--- src/rtl/enigma_seq_ctrl.sv ---
// Sequencer for a chain of rotor datapaths: routes one character through the rotors, then odometer-steps them.
// Build option PASSTHRU_EN: non-letters bypass the rotors instead of raising err.
module enigma_seq_ctrl #(
  parameter int unsigned NUM_ROTORS = 3,
  parameter int unsigned TIMEOUT    = 1024,
  parameter int unsigned STEP_MOD   = 26
) (
  input  logic                    clk,
  input  logic                    reset_n,
  input  logic                    cfg_we,
  input  logic [1:0]              cfg_sel,
  output logic                    cfg_busy_err,
  input  logic                    mode_dec,
  input  logic                    in_valid,
  input  logic [7:0]              in_char,
  output logic                    in_ready,
  output logic                    out_valid,
  output logic [7:0]              out_char,
  output logic                    err,
  output logic [NUM_ROTORS-1:0]   rot_set,
  output logic [NUM_ROTORS-1:0]   rot_valid,
  output logic [NUM_ROTORS-1:0]   rot_en,
  output logic                    rot_dec,
  output logic [7:0]              rot_din,
  input  logic [8*NUM_ROTORS-1:0] rot_dout,
  input  logic [NUM_ROTORS-1:0]   rot_done,
  output logic [5*NUM_ROTORS-1:0] step_pos
);

  localparam int unsigned SW = 2;
  localparam int unsigned PW = 5;
  localparam int unsigned TW = (TIMEOUT > 2) ? $clog2(TIMEOUT) : 1;

  typedef enum logic [2:0] {S_IDLE, S_ISSUE, S_WAIT, S_STEP, S_OUT} state_e;

  state_e                        state_q, state_d;
  logic [7:0]                    data_q, data_d;
  logic                          mode_q, mode_d;
  logic [SW-1:0]                 stage_q, stage_d;
  logic [TW-1:0]                 tmo_q, tmo_d;
  logic [NUM_ROTORS-1:0][PW-1:0] pos_q, pos_d;
  logic                          out_valid_q, out_valid_d;
  logic [7:0]                    out_char_q, out_char_d;
  logic                          err_q, err_d;
  logic                          cfg_busy_err_q, cfg_busy_err_d;
  logic [NUM_ROTORS-1:0]         rot_set_q, rot_set_d;
  logic [NUM_ROTORS-1:0]         rot_valid_q, rot_valid_d;
  logic [NUM_ROTORS-1:0]         rot_en_q, rot_en_d;
  logic                          alive_q;

  logic [3:0][7:0]               dout_a;
  logic [3:0]                    done_a;
  logic [NUM_ROTORS-1:0]         step_c;
  logic [SW-1:0]                 sel_r;
  logic                          is_letter;

  // Rotor visited at a given stage: forward for encrypt, reverse for decrypt.
  function automatic logic [SW-1:0] rotor_idx(input logic dec, input logic [SW-1:0] st);
    rotor_idx = dec ? (SW'(NUM_ROTORS - 1) - st) : st;
  endfunction

  function automatic logic [NUM_ROTORS-1:0] onehot(input logic [SW-1:0] idx);
    logic [3:0] oh;
    oh     = 4'b0001 << idx;
    onehot = oh[NUM_ROTORS-1:0];
  endfunction

  always_comb begin
    dout_a = '0;
    for (int k = 0; k < NUM_ROTORS; k++) dout_a[k] = rot_dout[8*k +: 8];
    done_a = 4'(rot_done);
  end

  // Odometer carry: rotor k steps when every lower rotor is stepping and wraps.
  always_comb begin
    step_c[0] = 1'b1;
    for (int k = 1; k < NUM_ROTORS; k++)
      step_c[k] = step_c[k-1] && (pos_q[k-1] == PW'(STEP_MOD - 1));
  end

  assign sel_r     = rotor_idx(mode_q, stage_q);
  assign is_letter = (in_char >= 8'h41) && (in_char <= 8'h5A);

  always_comb begin
    state_d        = state_q;
    data_d         = data_q;
    mode_d         = mode_q;
    stage_d        = stage_q;
    tmo_d          = tmo_q;
    pos_d          = pos_q;
    out_valid_d    = 1'b0;
    out_char_d     = out_char_q;
    err_d          = 1'b0;
    cfg_busy_err_d = 1'b0;
    rot_set_d      = '0;
    rot_valid_d    = '0;
    rot_en_d       = '0;

    if (cfg_we && ((state_q != S_IDLE) || (32'(cfg_sel) >= NUM_ROTORS))) cfg_busy_err_d = 1'b1;

    case (state_q)
      S_IDLE: begin
        if (cfg_we) begin
          for (int k = 0; k < NUM_ROTORS; k++) begin
            if (cfg_sel == SW'(k)) begin
              rot_set_d[k] = 1'b1;
              pos_d[k]     = '0;
            end
          end
        end else if (in_valid && alive_q) begin
          mode_d  = mode_dec;
          stage_d = '0;
          data_d  = in_char;
          if (is_letter) begin
            state_d     = S_ISSUE;
            rot_valid_d = onehot(rotor_idx(mode_dec, '0));
          end else begin
`ifdef PASSTHRU_EN
            state_d     = S_OUT;
            out_valid_d = 1'b1;
            out_char_d  = in_char;
`else
            err_d       = 1'b1;
`endif
          end
        end
      end
      // tmo counts cycles since this stage's rot_valid.
      S_ISSUE: begin
        tmo_d   = TW'(1);
        state_d = S_WAIT;
      end
      S_WAIT: begin
        if (done_a[sel_r]) begin
          data_d = dout_a[sel_r];
          if (stage_q == SW'(NUM_ROTORS - 1)) begin
            state_d  = S_STEP;
            rot_en_d = step_c;
            for (int k = 0; k < NUM_ROTORS; k++) begin
              if (step_c[k])
                pos_d[k] = (pos_q[k] == PW'(STEP_MOD - 1)) ? '0 : pos_q[k] + PW'(1);
            end
          end else begin
            stage_d     = stage_q + SW'(1);
            state_d     = S_ISSUE;
            rot_valid_d = onehot(rotor_idx(mode_q, stage_q + SW'(1)));
          end
        end else if (tmo_q == TW'(TIMEOUT - 1)) begin
          err_d   = 1'b1;
          state_d = S_IDLE;
        end else begin
          tmo_d = tmo_q + TW'(1);
        end
      end
      S_STEP: begin
        state_d     = S_OUT;
        out_valid_d = 1'b1;
        out_char_d  = data_q;
      end
      S_OUT:   state_d = S_IDLE;
      default: state_d = S_IDLE;
    endcase
  end

  always_ff @(posedge clk or negedge reset_n) begin
    if (!reset_n) begin
      state_q        <= S_IDLE;
      data_q         <= '0;
      mode_q         <= 1'b0;
      stage_q        <= '0;
      tmo_q          <= '0;
      pos_q          <= '0;
      out_valid_q    <= 1'b0;
      out_char_q     <= '0;
      err_q          <= 1'b0;
      cfg_busy_err_q <= 1'b0;
      rot_set_q      <= '0;
      rot_valid_q    <= '0;
      rot_en_q       <= '0;
      alive_q        <= 1'b0;
    end else begin
      state_q        <= state_d;
      data_q         <= data_d;
      mode_q         <= mode_d;
      stage_q        <= stage_d;
      tmo_q          <= tmo_d;
      pos_q          <= pos_d;
      out_valid_q    <= out_valid_d;
      out_char_q     <= out_char_d;
      err_q          <= err_d;
      cfg_busy_err_q <= cfg_busy_err_d;
      rot_set_q      <= rot_set_d;
      rot_valid_q    <= rot_valid_d;
      rot_en_q       <= rot_en_d;
      alive_q        <= 1'b1;
    end
  end

  // alive_q keeps in_ready low while reset is asserted.
  assign in_ready     = alive_q && (state_q == S_IDLE) && !cfg_we;
  assign out_valid    = out_valid_q;
  assign out_char     = out_char_q;
  assign err          = err_q;
  assign cfg_busy_err = cfg_busy_err_q;
  assign rot_set      = rot_set_q;
  assign rot_valid    = rot_valid_q;
  assign rot_en       = rot_en_q;
  assign rot_dec      = mode_q;
  assign rot_din      = data_q;
  assign step_pos     = pos_q;

endmodule
--- config.mk ---
export PLATFORM = sky130hd
export DESIGN_NAME = enigma_seq_ctrl
export DESIGN_NICKNAME = d
export VERILOG_FILES = /design/src/rtl/enigma_seq_ctrl.sv
export SDC_FILE = /design/constraint.sdc
export NUM_CORES = 1
export LEC_CHECK = 0
export ABC_AREA = 1
export BUFFER_PORTS_ARGS = -buffer_cell sky130_fd_sc_hd__buf_2
export CORE_UTILIZATION = 23
export DETAILED_ROUTE_END_ITERATION = 8
export PLACE_DENSITY = 0.51
export SLEW_MARGIN = 0
export SYNTH_ARGS = -nofsm -noshare
export SYNTH_HDL_FRONTEND = slang
export SYNTH_SLANG_ARGS = --single-unit
--- constraint.sdc ---
create_clock -name clk -period 2.2 [get_ports clk]
set_input_delay 0.22 -clock clk [delete_from_list [all_inputs] [get_ports clk]]
set_output_delay 0.22 -clock clk [all_outputs]
set_load 0.005 [all_outputs]
# --- Word level (Yosys, flattened, before mapping) ---
# Index checks and enable logic that the tools add are counted.
totals:
  word_cells: 136
  ff_bits: 60
  in_bits: 42
  output_inout_bits: 45
classes:
  n_reduce_logical: 21
  muxes: 60
  shift: 2
  n_bitwise: 1
  n_eq_ne: 25
  n_addsub: 7
  n_lt_le_gt_ge: 4
op_table:
  columns: ["cell", "n"]
  rows:
  - ["2-to-1 mux 15 bit", 3]
  - ["2-to-1 mux 3 bit", 15]
  - ["2-to-1 mux 5 bit", 8]
  - ["2-to-1 mux 8 bit", 4]
  - ["one-hot mux 15 bit (2 select lines)", 1]
  - ["inequality test 2 bit, second input constant", 14]
  - ["2-to-1 mux 10 bit", 2]
  - ["one-hot mux 10 bit (2 select lines)", 1]
  - ["binary-select mux 8 bit (select 2 bit)", 1]
  - ["2-to-1 mux 2 bit", 8]
  - ["one-hot mux 8 bit (2 select lines)", 1]
  - ["adder 5 x 1 -> 5 bit, second input constant", 3]
  - ["== test 5 bit, second input constant", 3]
  - ["one-hot mux 3 bit (4 select lines)", 1]
  - ["AND reduction 6 bit", 2]
  - ["2-to-1 mux 1 bit", 11]
  - ["adder 10 x 1 -> 10 bit, second input constant", 1]
  - ["== test 10 bit, second input constant", 1]
  - ["AND reduction 5 bit", 2]
  - ["greater-or-equal comparator 8 x 7 -> 1 bit, second input constant", 1]
  - ["less-or-equal comparator 8 x 7 -> 1 bit, second input constant", 1]
  - ["AND reduction 4 bit", 2]
  - ["== test 3 x 2 -> 1 bit, second input constant", 2]
  - ["logical AND 1 bit", 6]
  - ["other kinds (21)", 26]

# --- Depth between registers and ports, before layout ---
# Gate-level depths: netlist (run 1).
depth:
  word_depth: 7
  mapped_depth: 14

# --- Worst setup path after synthesis (run 1) ---
# OpenSTA, ideal clock, no wires.
synth_path:
  kind: "reg-to-reg"
  from: "register stage_q[0]"
  to: "register tmo_q[4]"
  stages_incl_launch_ff: 14
  path_slack_ps: 146
  period_less_slack_ps: 2054
  t_arrival_ps: 1937
  cell_sequence: "dfrtp_1 > inv_1 > clkbuf_1 > ha_1 > inv_2 > nand2_4 > buf_8 > nand3_4 > nand2_4 > nand2_8 > nand3_4 > buf_6 > nand2_1 > nand2_1"
synth_between:
  elab_chain_cells: 6
synth_rtl:
  columns: ["element", "line", "source"]
  rows:
  - ["start, declared", "39", "logic [SW-1:0] stage_q, stage_d;"]
  - ["start signal, assigned", "185", "stage_q <= stage_d;"]
  - ["subtractor 2 bit", "59", "rotor_idx = dec ? (SW'(NUM_ROTORS - 1) - st) : st;"]
  - ["2-to-1 mux 2 bit (*)", "59", null]
  - ["binary-select mux 1 bit (select 2 bit) (*)", "134", "if (done_a[sel_r]) begin"]
  - ["2-to-1 mux 1 bit (not written as such) (*)", "134", null]
  - ["inequality test 2 bit (no source line) (*)", null, null]
  - ["AND reduction 3 bit (no source line) (*)", null, null]
  - ["end signal, assigned", "186", "tmo_q <= tmo_d;"]
  - ["end, declared", "40", "logic [TW-1:0] tmo_q, tmo_d;"]
# Mark *: on every way between the ends. The rest lies on a longest branch, timed or not. The select of a mux whose other input is x is not followed.
# A chain may end at the register's enable or synchronous reset.

# --- Worst setup path after layout (run 1) ---
layout_path:
  from: "register stage_q[1]"
  to: "register data_q[4], in the netlist rot_din[4]"
layout_between:
  elab_chain_cells: 6
layout_rtl:
  columns: ["element", "line", "source"]
  rows:
  - ["subtractor 2 bit", "59", null]
  - ["2-to-1 mux 2 bit (*)", "59", null]
  - ["binary-select mux 1 bit (select 2 bit) / binary-select mux 8 bit (select 2 bit) (equally long branches)", "134, 135", null]
  - ["2-to-1 mux 1 bit (not written as such) / 2-to-1 mux 8 bit (equally long branches)", "134, 135", null]
  - ["inequality test 2 bit (no source line) / 2-to-1 mux 8 bit (equally long branches)", null, null]
  - ["AND reduction 4 bit (no source line) / one-hot mux 8 bit (2 select lines) (equally long branches)", null, null]
  - ["end signal, assigned", "183", "data_q <= data_d;"]
  - ["end, declared", "37", "logic [7:0] data_q, data_d;"]
# Marked as above.

==> reports/results.md, run 1 <==
| Quantity | Value |
|:---|:---|
| Result of the run | finished clean |
| Internal power | 2.90 mW |
| Hold crit path type | input port to flop |
| Hold violation total from the final report | 0 |
| Full die area | 16400 um2 |
| Placeable core region | 15400 um2 |
| TritonCTS Buffers | 9 |
| Count of nets after finishing | 617 |
| Routed Antenna Nets | 0 |
| Arrival time worst endpoint | 2.12 ns |
| Worst reg2reg setup slack | 0.29 ns |
| Top cell type by total area after synthesis | sky130_fd_sc_hd__dfrtp_1 |
| Worst-skew pair later-pin latency | 0.33 ns |
| Seq/Total Area, Yosys | 41.0% |
| WL per Instance | 12.6 um |
| Portion of total power attributed to the clock network | 32.2% |
| Most used DFF post-synth | sky130_fd_sc_hd__dfrtp_1 |
| Final setup fails | 0 |
| Highest Clock Rate | 524 MHz |
| Synthesized flop and latch total | 60 |
| Worst Path Class, Setup | flop to flop |
| Via total after detailed routing | 3398 |
| Final period demand of the worst path | 1.91 ns |
| Drt first pass iters | 4 |
| Number of enable-type register cells in the synthesized netlist | 0 |
| Global-route wire length before repair | 16400 um |
| Clock tree from TritonCTS | built |
| Vias in the first global route | 3420 |
| Width of the die | 128 um |
| Maximum fanout encountered on the critical timing path | 22 |
| DRC errors left | 0 |
| Power per Cell Area | 1030 nW/um2 |
| Count of standard-cell rows | 45 |
| Worst Setup End Kind | flop |
| Hpwl dp | 7460 um |
| Starting utilization of the core area | 23.8% |
| Total overflow reported by the global router | 0 |
| Synth area leaders | sky130_fd_sc_hd__dfrtp_1 (41%), sky130_fd_sc_hd__nand2_1 (17%), sky130_fd_sc_hd__nand3_1 (9.2%) |
| Combinational power share | 37.6% |
| Count of filler cells inserted in the layout | 1621 |
| Tot Pwr | 4.78 mW |
| TNS Setup | 0 ns |
| Pins Over Slew Limit | 0 |
| Switching portion of total power | 39.3% |
| Combined global-route utilization of all metal layers | 12.9% |
| Final setup slack of the worst path | 0.293 ns |
| Max VDD drop | 384 uV |
| Synth top area share | 41.0% |
| Count of yosys warnings during synthesis | 0 |
| Number of maximum-capacitance violations | 0 |
| Static power due to leakage | 2.42 nW |
| Capturing point of the worst reg2reg path | rot_din[4] |
| Clock tree root driver cell | sky130_fd_sc_hd__clkbuf_16 |
| Startpoint Class | flop |
| Worst r2r src | stage_q[1] |
| Post-synthesis instance area | 3660 um2 |
| Clk buf depth | 2 |
| Average vias per placed instance | 4.35 |
| Clock transition at path regs | 0.05 ns |
| Largest net degree at the start of global routing | 61 |
| Required time at the worst-slack endpoint | 2.42 ns |
| Area added between synthesis and finish | 27.3% |
| R2R depth | 11 |
| Setup repair after global routing missed its margin | no |
| Count of pins on the block boundary | 87 |
| Violation count after the first detailed-route iteration | 190 |
| Total nets after synthesis | 523 |
| Net switching power | 1.88 mW |
| Antenna diodes | 0 |
| Origin of the worst setup path | stage_q[1] |
| Post-synthesis average cell area | 7.75 um2 |
| Place WS | 0.299 ns |
| Clock sinks | 60 |
| Share of the clock period used by the worst path | 86.7% |
| Number of cells on the worst hold path | 2 |
| Initial antenna violation count | 0 |
| Fraction of layout instances using a drive strength above 1 | 27.0% |
| Share of total power in sequential cells | 30.1% |
| Destination of the critical timing path | rot_din[4] |
| Number of instances in the synthesized netlist | 473 |
| # H-tree levels | 3 |
| Final estimated routing congestion in global placement | 0.759 |
| Post-cts repair resize count | 0 |
| Die extent in y | 128 um |
| Port-buffer cells | 86 |
| Clock Skews | 0.00742 ns |
| Count of different cell masters after synthesis | 38 |
| Wirelength, routed | 9830 um |
| Share of synthesized flip-flops with an asynchronous set or reset | 100% |
cell usage after synthesis, types with 4 or more instances:
cell type and n:
sky130_fd_sc_hd__buf_6 4, sky130_fd_sc_hd__dfrtp_1 60, sky130_fd_sc_hd__ha_1 8, sky130_fd_sc_hd__inv_1 30
sky130_fd_sc_hd__inv_2 5, sky130_fd_sc_hd__nand2_1 170, sky130_fd_sc_hd__nand2_2 7, sky130_fd_sc_hd__nand2_4 6
sky130_fd_sc_hd__nand2_8 4, sky130_fd_sc_hd__nand3_1 67, sky130_fd_sc_hd__nand4_1 12, sky130_fd_sc_hd__nor2_1 32
sky130_fd_sc_hd__nor3_1 6, sky130_fd_sc_hd__nor3b_1 5, sky130_fd_sc_hd__o21ai_0 9, sky130_fd_sc_hd__o21ai_1 4
sky130_fd_sc_hd__o21ai_2 6, sky130_fd_sc_hd__o21bai_1 4, sky130_fd_sc_hd__or2_2 6
power groups by stage:
stage               clock [mW]  sequential (mW)  combinational [mW]
floorplan                    0             1.44                1.40
global placement             0             1.46                1.79
detailed placement           0             1.46                1.81
CTS                       1.57             1.45                1.82
global route              1.63             1.47                2.01
finish                    1.54             1.44                1.80
kinds of logic (layout without fill, tap and decap cells):
group | Yosys count | after routing | share of synthesized area (%)
DFF | 60 | 60 | 41.0
xor gates and xnor gates | 4 | 4 | 0.956
adders and majority gates | 8 | 8 | 2.73
buffers and inverters | 47 | 145 | 6.39
and+or+nand+nor | 326 | 326 | 44.0
AOI/OAI and AO/OA | 27 | 27 | 4.82
other | 1 | 1 | 0.102
layer usage:
metal | vias up | GRT usage, % | part of all wire (%)
met3 | 15 | 3.38 | 4.0
met1 | 1598 | 15.5 | 45
li1 | 1722 | - | -
met2 | 63 | 22.0 | 49
met5 | - | 0 | 0
met4 | 0 | 5.05 | 1.7
through the flow:
step	util (%)	area, um2	instances	hold WS [ns]
final	30.3	4660	782	0.0964
after global routing	30.3	4660	782	0.0972
after CTS	30.3	4660	782	0.0894
after detailed placement	28.1	4330	766	0.252
after global placement	28.1	4330	766	0.256
after floorplan	-	3660	473	-0.0756
area by class of cell:
| type | count | area [um2] | area share, % |
|---|---|---|---|
| Timing Repair Buffer | 94 | 505 | 10.8 |
| Tap cell | 211 | 264 | 5.66 |
| Clock inverter | 4 | 72.6 | 1.56 |
| Sequential cell | 60 | 1500 | 32.2 |
| Multi-Input combinational cell | 366 | 1930 | 41.4 |
| Clock buffer | 11 | 253 | 5.42 |
| Inverter | 36 | 138 | 2.95 |
worst max-delay path, cell delays in order (launching register included):
cell and delay [ns]:
sky130_fd_sc_hd__dfrtp_1 0.40, sky130_fd_sc_hd__ha_1 0.35, sky130_fd_sc_hd__inv_2 0.09, sky130_fd_sc_hd__nand2_4 0.11, sky130_fd_sc_hd__nand2_8 0.13, sky130_fd_sc_hd__nand2_4 0.08, sky130_fd_sc_hd__nand2_4 0.08, sky130_fd_sc_hd__nand2_8 0.08
sky130_fd_sc_hd__nand2_8 0.16, sky130_fd_sc_hd__nand2_2 0.14, sky130_fd_sc_hd__nand2_1 0.10, sky130_fd_sc_hd__nand2_1 0.06
placed cells by master, fill, tap and decap left out, drive strengths merged, types with 3 or more instances in the layout:
cell type | Yosys | layout
or2 | 6 | 6
dfrtp | 60 | 60
nor3b | 5 | 5
nor2 | 37 | 37
o21bai | 4 | 4
o21ai | 19 | 19
nand2 | 187 | 187
nand4 | 13 | 13
clkbuf | 2 | 11
buf | 9 | 93
nand3 | 70 | 70
xor2 | 3 | 3
nor3 | 7 | 7
inv | 36 | 36
ha | 8 | 8
flip-flops by register name (all words and copies together), names as in the netlist, 2 cells and up:
register,count
step_pos,15
rot_valid,3
stage_q,2
out_char,8
rot_din,8
tmo_q,10
rot_set,3
rot_en,3
state_q,3
worst min-delay path by stage:
stage	from	end	slack [ns]
floorplan	reset_n	alive_q	-0.08
global placement	reset_n	out_char[2]	0.26
detailed placement	reset_n	out_char[4]	0.25
CTS	cfg_sel[0]	rot_set[0]	0.09
global route	cfg_sel[0]	rot_set[0]	0.1
finish	cfg_sel[0]	rot_set[0]	0.1
what timing repair did:
action	in CTS	in global routing
hold buffers	1	0
setup buffers	0	0
endpoints found under the hold margin	60	0
Power figures use the tool's default switching activity.
==> run 2: changes to the inputs <==
--- a/config.mk
+++ b/config.mk
@@ -10,6 +10,7 @@
 export CORE_UTILIZATION = 23
 export DETAILED_ROUTE_END_ITERATION = 8
 export PLACE_DENSITY = 0.51
+export RECOVER_POWER = 50
 export SLEW_MARGIN = 0
 export SYNTH_ARGS = -nofsm -noshare
 export SYNTH_HDL_FRONTEND = slang
==> run 2 against run 1 <==
The flow now finishes with violations (capacitance limit, slew limit). Final cell count did not move. Sequential share of layout area rose by 0.22 points. Via count barely moved. Register-to-register slack hardly changed. Routed wire length is 0.17% higher. Fmax shrank 0.42%. First-iteration DRC count up 4.2%. Cell area fell by 0.67%. Clock power barely moved. Clock-buffer cell count unchanged. Highest routed layer unchanged.
==> reports/results.md, run 2 (synthesis results as in run 1) <==
| Quantity | Value | Change |
|:---|:---|:---|
| Post-cts repair resize count | 0 | unchanged |
| TNS Setup | 0 ns | unchanged |
| Hpwl dp | 7460 um | unchanged |
| Die extent in y | 128 um | unchanged |
| Required time at the worst-slack endpoint | 2.42 ns | about the same |
| Count of standard-cell rows | 45 | unchanged |
| Clock tree from TritonCTS | built |  |
| Static power due to leakage | 2.36 nW | -2.5% |
| Count of nets after finishing | 617 | unchanged |
| Clock Skews | 0.00746 ns | +0.0000431 ns |
| Max VDD drop | 388 uV | +0.82% |
| Port-buffer cells | 86 | unchanged |
| Setup repair after global routing missed its margin | no |  |
| Clock transition at path regs | 0.05 ns | about the same |
| Flip-flop count of the largest register after layout | 15 | unchanged |
| Hold violation total from the final report | 0 | unchanged |
| Worst Path Class, Setup | flop to flop |  |
| Hold crit path type | input port to flop |  |
| Result of the run | complete, but fails checks |  |
| Number of maximum-capacitance violations | 1 | +1 |
| Via total after detailed routing | 3401 | +0.088% |
| Largest net degree at the start of global routing | 61 | unchanged |
| Relative max-transition margin | -2.63% |  |
| Share of the clock period used by the worst path | 87.1% | +0.37 points |
| Average vias per placed instance | 4.35 | about the same |
| Critical path's top delay family | simple AND/OR/NAND/NOR gates |  |
| Most common cell after layout, fill and taps aside | sky130_fd_sc_hd__nand2_1 |  |
| Final setup fails | 0 | unchanged |
| Starting utilization of the core area | 23.8% | unchanged |
| Cell at the slowest stage of the critical path | sky130_fd_sc_hd__dfrtp_1 |  |
| Highest-count cells in the layout ignoring fill and taps | sky130_fd_sc_hd__nand2_1 (170), sky130_fd_sc_hd__buf_2 (73), sky130_fd_sc_hd__nand3_1 (67), sky130_fd_sc_hd__dfrtp_1 (60), sky130_fd_sc_hd__nor2_1 (32) |  |
| Violations in the final reports | capacitance limit, slew limit |  |
| Arrival time worst endpoint | 2.13 ns | about the same |
| Highest Clock Rate | 522 MHz | -0.42% |
| Pin slew with the least headroom to its limit | 1.54 ns |  |
| Maximum fanout encountered on the critical timing path | 22 | unchanged |
| Clk buf depth | 2 | unchanged |
| Power per Cell Area | 1030 nW/um2 | +0.59% |
| Worst Setup End Kind | flop |  |
| CP Buf/Inv Count | 1 | unchanged |
| Clock tree root driver cell | sky130_fd_sc_hd__clkbuf_16 |  |
| Drt first pass iters | 5 | +1 |
| Full die area | 16400 um2 | unchanged |
| DRC errors left | 0 | unchanged |
| Routed Antenna Nets | 0 | unchanged |
| Clock sinks | 60 | unchanged |
| Antenna diodes | 0 | unchanged |
| Global-route wire length before repair | 16400 um | unchanged |
| Cell-by-cell listing of the critical path | ha_1, inv_2, nand2_4, nand2_8, nand2_4, nand2_4, nand2_8, nand2_8, nand2_2, nand2_1, nand2_1 |  |
| Tot Pwr | 4.78 mW | about the same |
| WL per Instance | 12.6 um | +0.17% |
| Violation count after the first detailed-route iteration | 198 | +4.2% |
| Fraction of layout instances using a drive strength above 1 | 24.5% | -2.5 points |
| Initial antenna violation count | 0 | unchanged |
| Postcts setup bufs | 0 | unchanged |
| Combined global-route utilization of all metal layers | 12.9% | unchanged |
| CTS hold repair buffers | 1 | unchanged |
| Startpoint Class | flop |  |
| Width of the die | 128 um | unchanged |
| Count of pins on the block boundary | 87 | unchanged |
| # H-tree levels | 3 | unchanged |
| Vias in the first global route | 3420 | unchanged |
| Placeable core region | 15400 um2 | unchanged |
| Final period demand of the worst path | 1.92 ns | +0.00809 ns |
| TritonCTS Buffers | 9 | unchanged |
| Wirelength, routed | 9850 um | +0.17% |
| Worst-skew pair later-pin latency | 0.33 ns | about the same |
| Pins Over Slew Limit | 61 | +61 |
| Final estimated routing congestion in global placement | 0.759 | unchanged |
| Biggest cell delay along the critical path | 0.40 ns | about the same |
| Area added between synthesis and finish | 26.4% |  |
| Worst hold slack | 0.0949 ns | -0.00153 ns |
| Total overflow reported by the global router | 0 | unchanged |
## run 2: report_power, final
group / internal (mW) / total [mW] / switching [mW]
Clock: 1.04 / 1.55 / 0.502
Sequential: 1.27 / 1.44 / 0.167
Combinational: 0.578 / 1.79 / 1.22
## run 2: final timing paths
kind | start | to | slack [ns] | cells past startpoint
max | stage_q[1] | rot_din[4] | 0.28 | 11
min | cfg_sel[0] | rot_set[0] | 0.09 | 2
max reg2reg | stage_q[1] | rot_din[4] | 0.28 | 11
min reg2reg | out_char[1] | out_char[1] | 0.47 | 2
max in group asynchronous | reset_n | rot_set[1] | 0.38 | 3
min in group asynchronous | reset_n | out_char[3] | 0.89 | 3
## run 2: layout make-up
type                            instances  area [um2]
Sequential cell                        60        1500
Tap cell                              211         264
Fill cell                            1623       10700
Timing Repair Buffer                   94         474
Inverter                               36         138
Clock buffer                           11         253
Clock inverter                          4        72.6
Multi-Input combinational cell        366        1930
## run 2: layer usage
metal | track usage, % | vias to the layer above | routed length (um)
li1 | - | 1721 | -
met1 | 15.5 | 1596 | 4460
met2 | 22.0 | 68 | 4820
met3 | 3.38 | 16 | 411
met4 | 5.05 | 0 | 161
met5 | 0 | - | 0
## run 2: through the flow
step	instances	cell area, um2	util [%]	setup slack (ns)
6_report	782	4630	30.1	0.285
5_1_grt	782	4630	30.1	0.0864
4_1_cts	782	4660	30.3	0.289
3_5_place_dp	766	4330	28.1	0.299
3_3_place_gp	766	4330	28.1	0.370
2_1_floorplan	473	3660	-	0.146
